`src/rtl/exec_sequencer.sv`:
```
// rtl/exec_sequencer.sv - run/stop/step control with read/write wait states and timeout fault
module exec_sequencer #(
    parameter int                 INSTR_W     = 16,
    parameter logic [INSTR_W-1:0] HALT_OPCODE = INSTR_W'(16'h0300),
    parameter int                 READ_LAT    = 1,
    parameter int                 WRITE_LAT   = 1,
    parameter int                 TIMEOUT     = 255,
    parameter int                 CNT_W       = 16
) (
    input  logic               clock,
    input  logic               reset,
    input  logic               run_btn,
    input  logic               step_mode,
    input  logic               halt_req,
    input  logic [INSTR_W-1:0] instr,
    input  logic               dec_increment,
    input  logic [1:0]         dec_load_src,
    input  logic               dec_store_mem,
    input  logic               dec_store_stk,
    input  logic               mem_ready,
    output logic               pc_increment,
    output logic [1:0]         load_src,
    output logic               store_mem,
    output logic               store_stk,
    output logic               running,
    output logic               fault,
    output logic [CNT_W-1:0]   retired
);

    localparam int CW = $clog2(TIMEOUT + 1);
    localparam logic [CW:0]   RD_NEED = (CW + 1)'(READ_LAT);
    localparam logic [CW:0]   WR_NEED = (CW + 1)'(WRITE_LAT);
    localparam logic [CW-1:0] TO_LAST = CW'(TIMEOUT - 1);

    typedef enum logic [2:0] {
        ST_STOPPED,
        ST_ARMED,
        ST_RUN,
        ST_RD_WAIT,
        ST_WR_WAIT,
        ST_FAULT
    } state_t;

    state_t            state_q, state_d;
    logic [CW-1:0]     cnt_q, cnt_d;
    logic [CNT_W-1:0]  retired_q, retired_d;

    logic        needs_read, needs_write, to_stop;
    logic [CW:0] cnt_inc;
    logic        rd_done, wr_done, timed_out;
    logic        retire;
    logic [1:0]  load_src_c;
    logic        store_mem_c, store_stk_c;

    assign needs_read  = dec_load_src[1];
    assign needs_write = dec_store_mem | dec_store_stk;
    assign to_stop     = halt_req | step_mode | (instr == HALT_OPCODE);

    // cnt_inc is the number of cycles spent in the wait state including this one
    assign cnt_inc   = {1'b0, cnt_q} + (CW + 1)'(1);
    assign rd_done   = (cnt_inc >= RD_NEED) && mem_ready;
    assign wr_done   = (cnt_inc >= WR_NEED) && mem_ready;
    assign timed_out = (cnt_q == TO_LAST);

    always_comb begin
        state_d     = state_q;
        cnt_d       = '0;
        retire      = 1'b0;
        load_src_c  = 2'b00;
        store_mem_c = 1'b0;
        store_stk_c = 1'b0;
        case (state_q)
            ST_STOPPED: if (!run_btn) state_d = ST_ARMED;
            ST_ARMED:   if (run_btn)  state_d = ST_RUN;
            ST_RUN: begin
                if (needs_read) begin
                    state_d = ST_RD_WAIT;
                end else if (needs_write) begin
                    state_d = ST_WR_WAIT;
                end else begin
                    retire     = 1'b1;
                    load_src_c = dec_load_src;
                end
            end
            ST_RD_WAIT: begin
                if (rd_done) begin
                    load_src_c = dec_load_src;
                    if (needs_write) state_d = ST_WR_WAIT;
                    else             retire  = 1'b1;
                end else if (timed_out) begin
                    state_d = ST_FAULT;
                end else begin
                    cnt_d = cnt_inc[CW-1:0];
                end
            end
            ST_WR_WAIT: begin
                if (wr_done) begin
                    store_mem_c = dec_store_mem;
                    store_stk_c = dec_store_stk;
                    retire      = 1'b1;
                end else if (timed_out) begin
                    state_d = ST_FAULT;
                end else begin
                    cnt_d = cnt_inc[CW-1:0];
                end
            end
            ST_FAULT: state_d = ST_FAULT;
            default:  state_d = ST_STOPPED;
        endcase
        if (retire) state_d = to_stop ? ST_STOPPED : ST_RUN;
        retired_d = retired_q + {{(CNT_W-1){1'b0}}, retire};
    end

    always_ff @(posedge clock) begin
        if (reset) begin
            state_q   <= ST_STOPPED;
            cnt_q     <= '0;
            retired_q <= '0;
        end else begin
            state_q   <= state_d;
            cnt_q     <= cnt_d;
            retired_q <= retired_d;
        end
    end

    // Outputs are forced low while reset is high so an aborted transfer never strobes
    assign pc_increment = !reset && retire && dec_increment;
    assign load_src     = reset ? 2'b00 : load_src_c;
    assign store_mem    = !reset && store_mem_c;
    assign store_stk    = !reset && store_stk_c;
    assign running      = !reset && (state_q == ST_RUN || state_q == ST_RD_WAIT ||
                                     state_q == ST_WR_WAIT);
    assign fault        = !reset && (state_q == ST_FAULT);
    assign retired      = reset ? '0 : retired_q;

endmodule

```
`config.mk`:
```
export PLATFORM = sky130hd
export DESIGN_NAME = exec_sequencer
export DESIGN_NICKNAME = d
export VERILOG_FILES = /design/src/rtl/exec_sequencer.sv
export SDC_FILE = /design/constraint.sdc
export NUM_CORES = 1
export LEC_CHECK = 0
export ABC_AREA = 1
export BUFFER_PORTS_ARGS = -buffer_cell sky130_fd_sc_hd__buf_2
export CORE_ASPECT_RATIO = 1.5
export CORE_MARGIN = 3
export CORE_UTILIZATION = 33
export CTS_BUF_LIST = sky130_fd_sc_hd__clkbuf_8
export DETAILED_ROUTE_END_ITERATION = 7
export SETUP_SLACK_MARGIN = 0.05
export SLEW_MARGIN = 5
export SYNTH_ARGS = -nofsm -noshare
export SYNTH_HDL_FRONTEND = slang
export SYNTH_SLANG_ARGS = --single-unit
```
`constraint.sdc`:
```
create_clock -name clock -period 3.3 [get_ports clock]
set_clock_uncertainty 0.1 [all_clocks]
set_input_delay 0.495 -clock clock [delete_from_list [all_inputs] [get_ports clock]]
set_output_delay 0.495 -clock clock [all_outputs]
set_load 0.01 [all_outputs]
```
==> results.md <==
- Status: finished, final reports clean
- Crit end category: flip-flop
- Reg-to-reg startpoint: cnt_q[0]
- Place WS: approximately 170 ps
- CP startpoint: cnt_q[0]
- Post-route ant nets: 0
- Slowest stage cell on the critical path: dfxtp_4
- Clock Latency Late Sink: 280 ps
- Hpwl dp: between 3000 and 4000 microns
- Initial Utilization: between 30 and 40%
- First-pass GRT wire length: 6948 microns
- Mapped Nets: 298
- Layout cells sized above 1: 24.92%
- Hold Fails Final Rpt: 0
- Max incr delay on CP: 380 ps
- Cell family with most CP delay: simple AND/OR/NAND/NOR gates
- DR vias/cell: approximately 4.6
- Crit path DAT: 3140 ps
- Vias in the first global route: approximately 1700
- Die ar.: 6027 sq um
- Via Count: 1797
- Post-synth ARST share: 0%
- First-pass iteration count of the detailed router: 4
- Required time of the critical path: ~3400 ps
- Switch share: 30.01%
- Nets@finish: 354
- P_leak: 0.0009475 uW
- Final TNS setup: 0 ps
- Initial antenna violation count: 0
- Synth top cells by count: nor2_1 (58), inv_1 (48), nand2_1 (44)
- # clock sinks: 27
- Syn Inst Count: 266
- Post-synth EDFFs: 0
- Critical path class: flip-flop to flip-flop
- N_diodes: 0
- Largest net degree at the start of global routing: 29
- CTS Buf Count: 3
- Hold Buf Count CTS: 0
- DR iter-0 viols: 47
- Flop pwr share: 50.7%
- WL per Instance: 10.87 microns
- Synth Flop Type: dfxtp_1
- Psw: 203.0 uW
- Syn avg cell area: 6.345 sq um
- DRC violations left: 0
- Max Fclk: 329.9 MHz
- Post-synth top area share: 32.02%
- Top-count cell post-synth: nor2_1
- Maximum clock path buffer count: 2
- Gpl congestion: 0.8269
- Site Rows: 31
- Hold Path Class: flip-flop to flip-flop
- #FFs+latches synth: 27
- Fillcell total: roughly 550
- Total grt overflow: 0
- CTS tree: yes
- CP startpoint kind: flip-flop
- Core area: 4887 sq um
- # Max-Cap Violations: 0
- Maximum vdd drop: 0.0002584 V
- Clock root buffer: clkbuf_8
- Yosys top cell by area: dfxtp_1
- Final worst-path setup slack: 268.8 ps
- Worst hold margin: 355.5 ps
- Chip Width: 64.40 microns
- Synth area leaders: dfxtp_1 (32%), nor2_1 (13%), inv_1 (11%)
- Max Transition Viols Final: 0
- Clk pwr share: 29.6%
- Htree depth: 1
- Final core utilization: 43.65%
- Count of cell types in the netlist: 27
- I/O pins: 50
- Crit share post-route: 91.85%
- Mapped cell area: 1688 sq um
- Final Setup Violations: 0
- Seq/Total Area, Yosys: 32.02%
- Final wirelength: ~4200 microns
- Min-delay src: cnt_q[0]
- Cell mode on critical path: nor2_2
- Comb pwr share: 19.8%
- RSZ-0062 raised after global routing: false
- Max-slew headroom: roughly two thirds
- Area Growth Syn to Fin: 26.39%
- # port buffers: 49
- Final min period: 3031 ps
- CP Cell Sequence: inv_1 -> ha_1 -> inv_1 -> nand3_1 -> nor2_2 -> nand2_1 -> nor2_1 -> nand3_2 -> nand4_2 -> nand3_4 -> ha_1 -> ha_2 -> nand4_1 -> nor2_2 -> nand4_1 -> nor3_2 -> nand2_1 -> nor2_2 -> a21oi_1 -> a31oi_1
- Worst-margin pin slew: 483.1 ps
- Die Span Y: 93.59 microns
- Gr usage total: 14.17%
- Cell Int Power: 473.3 uW
- Clock-pin slew on the worst setup and hold paths: 110 ps
- WP buf/inv: 2
- PwrDens: 317.0 nW/um^2
- Crit Path Max Fanout: 5
- Synth warn: 0
## cell usage in the layout (no fill, tap or decap), types with 2 or more instances in the layout
| cell | Yosys | routed |
|---|---|---|
| clkbuf_8 | 0 | 3 |
| buf_2 | 0 | 49 |
| nand3_1 | 13 | 13 |
| xor2_1 | 2 | 2 |
| nand2_1 | 44 | 44 |
| inv_1 | 48 | 48 |
| nor3b_1 | 2 | 2 |
| nor4_1 | 6 | 5 |
| nor2_1 | 58 | 56 |
| dfxtp_4 | 0 | 2 |
| o21ai_0 | 12 | 12 |
| nand3_2 | 4 | 4 |
| nor2_2 | 2 | 4 |
| nor3_1 | 7 | 6 |
| a21oi_1 | 15 | 15 |
| ha_1 | 5 | 3 |
| nand4_1 | 6 | 6 |
| dfxtp_1 | 27 | 25 |
| buf_4 | 0 | 6 |
## per-layer routing
layer  global-route usage, %  vias to the layer above  part of all wire [%]
li1                        -                      951                     -
met1                   15.15                      785                    41
met2                   27.16                       55                    50
met3                   2.764                        6                   6.5
met4                   4.586                        0                   1.6
met5                       0                        -                     0
## flip-flops by register name, indices dropped and copies added (netlist names)
name and count:
cnt_q 8, retired_q 16, state_q 3
## repair_timing
action	CTS	global route
endpoints found under the setup margin	0	3
resized for setup	0	11
setup buffers	0	4
## power by group through the flow
stage / clock network [uW] / registers (uW) / logic [uW]
floorplan: 0 / 349 / 90.9
global placement: 0 / 351 / 130
detailed placement: 0 / 352 / 130
CTS: 207 / 344 / 131
global route: 219 / 345 / 151
finish: 200 / 343 / 134
## cells by family (layout without fill, tap and decap cells)
group,Yosys count,in the layout,share of synthesized area [%]
AND/OR/NAND/NOR,146,146,39.66
buffers and inverters,53,108,11.86
AO/OA/AOI/OAI,33,33,11.71
flip-flops,27,27,32.02
adder cells (fa/ha/maj),5,5,3.706
XOR/XNOR,2,2,1.038
## area by class of cell
cell class	instances	area (sq um)	area share (%)
clock inverter	1	7.507	0.3519
sequential	27	548.0	25.69
clock buffer	3	41.29	1.935
inverter	49	185.2	8.680
tap	66	82.58	3.871
multi-input combinational	186	978.4	45.86
timing repair buffer	55	290.3	13.61
## final timing paths
path                   endpoint  slack (ps)  depth (start not counted)
setup / recovery  retired_q[14]         270                         20
hold / removal         cnt_q[0]         360                          1
setup reg to reg  retired_q[14]         270                         20
hold reg to reg        cnt_q[0]         360                          1
## stage by stage
stage	std cells	power (uW)	area (sq um)
global route	387	715.0	2133
floorplan	266	439.5	1688
global placement	379	480.6	2016
finish	387	676.3	2133
detailed placement	379	482.0	2016
CTS	383	682.5	2064
No activity file was read; power rests on OpenSTA's default activity.
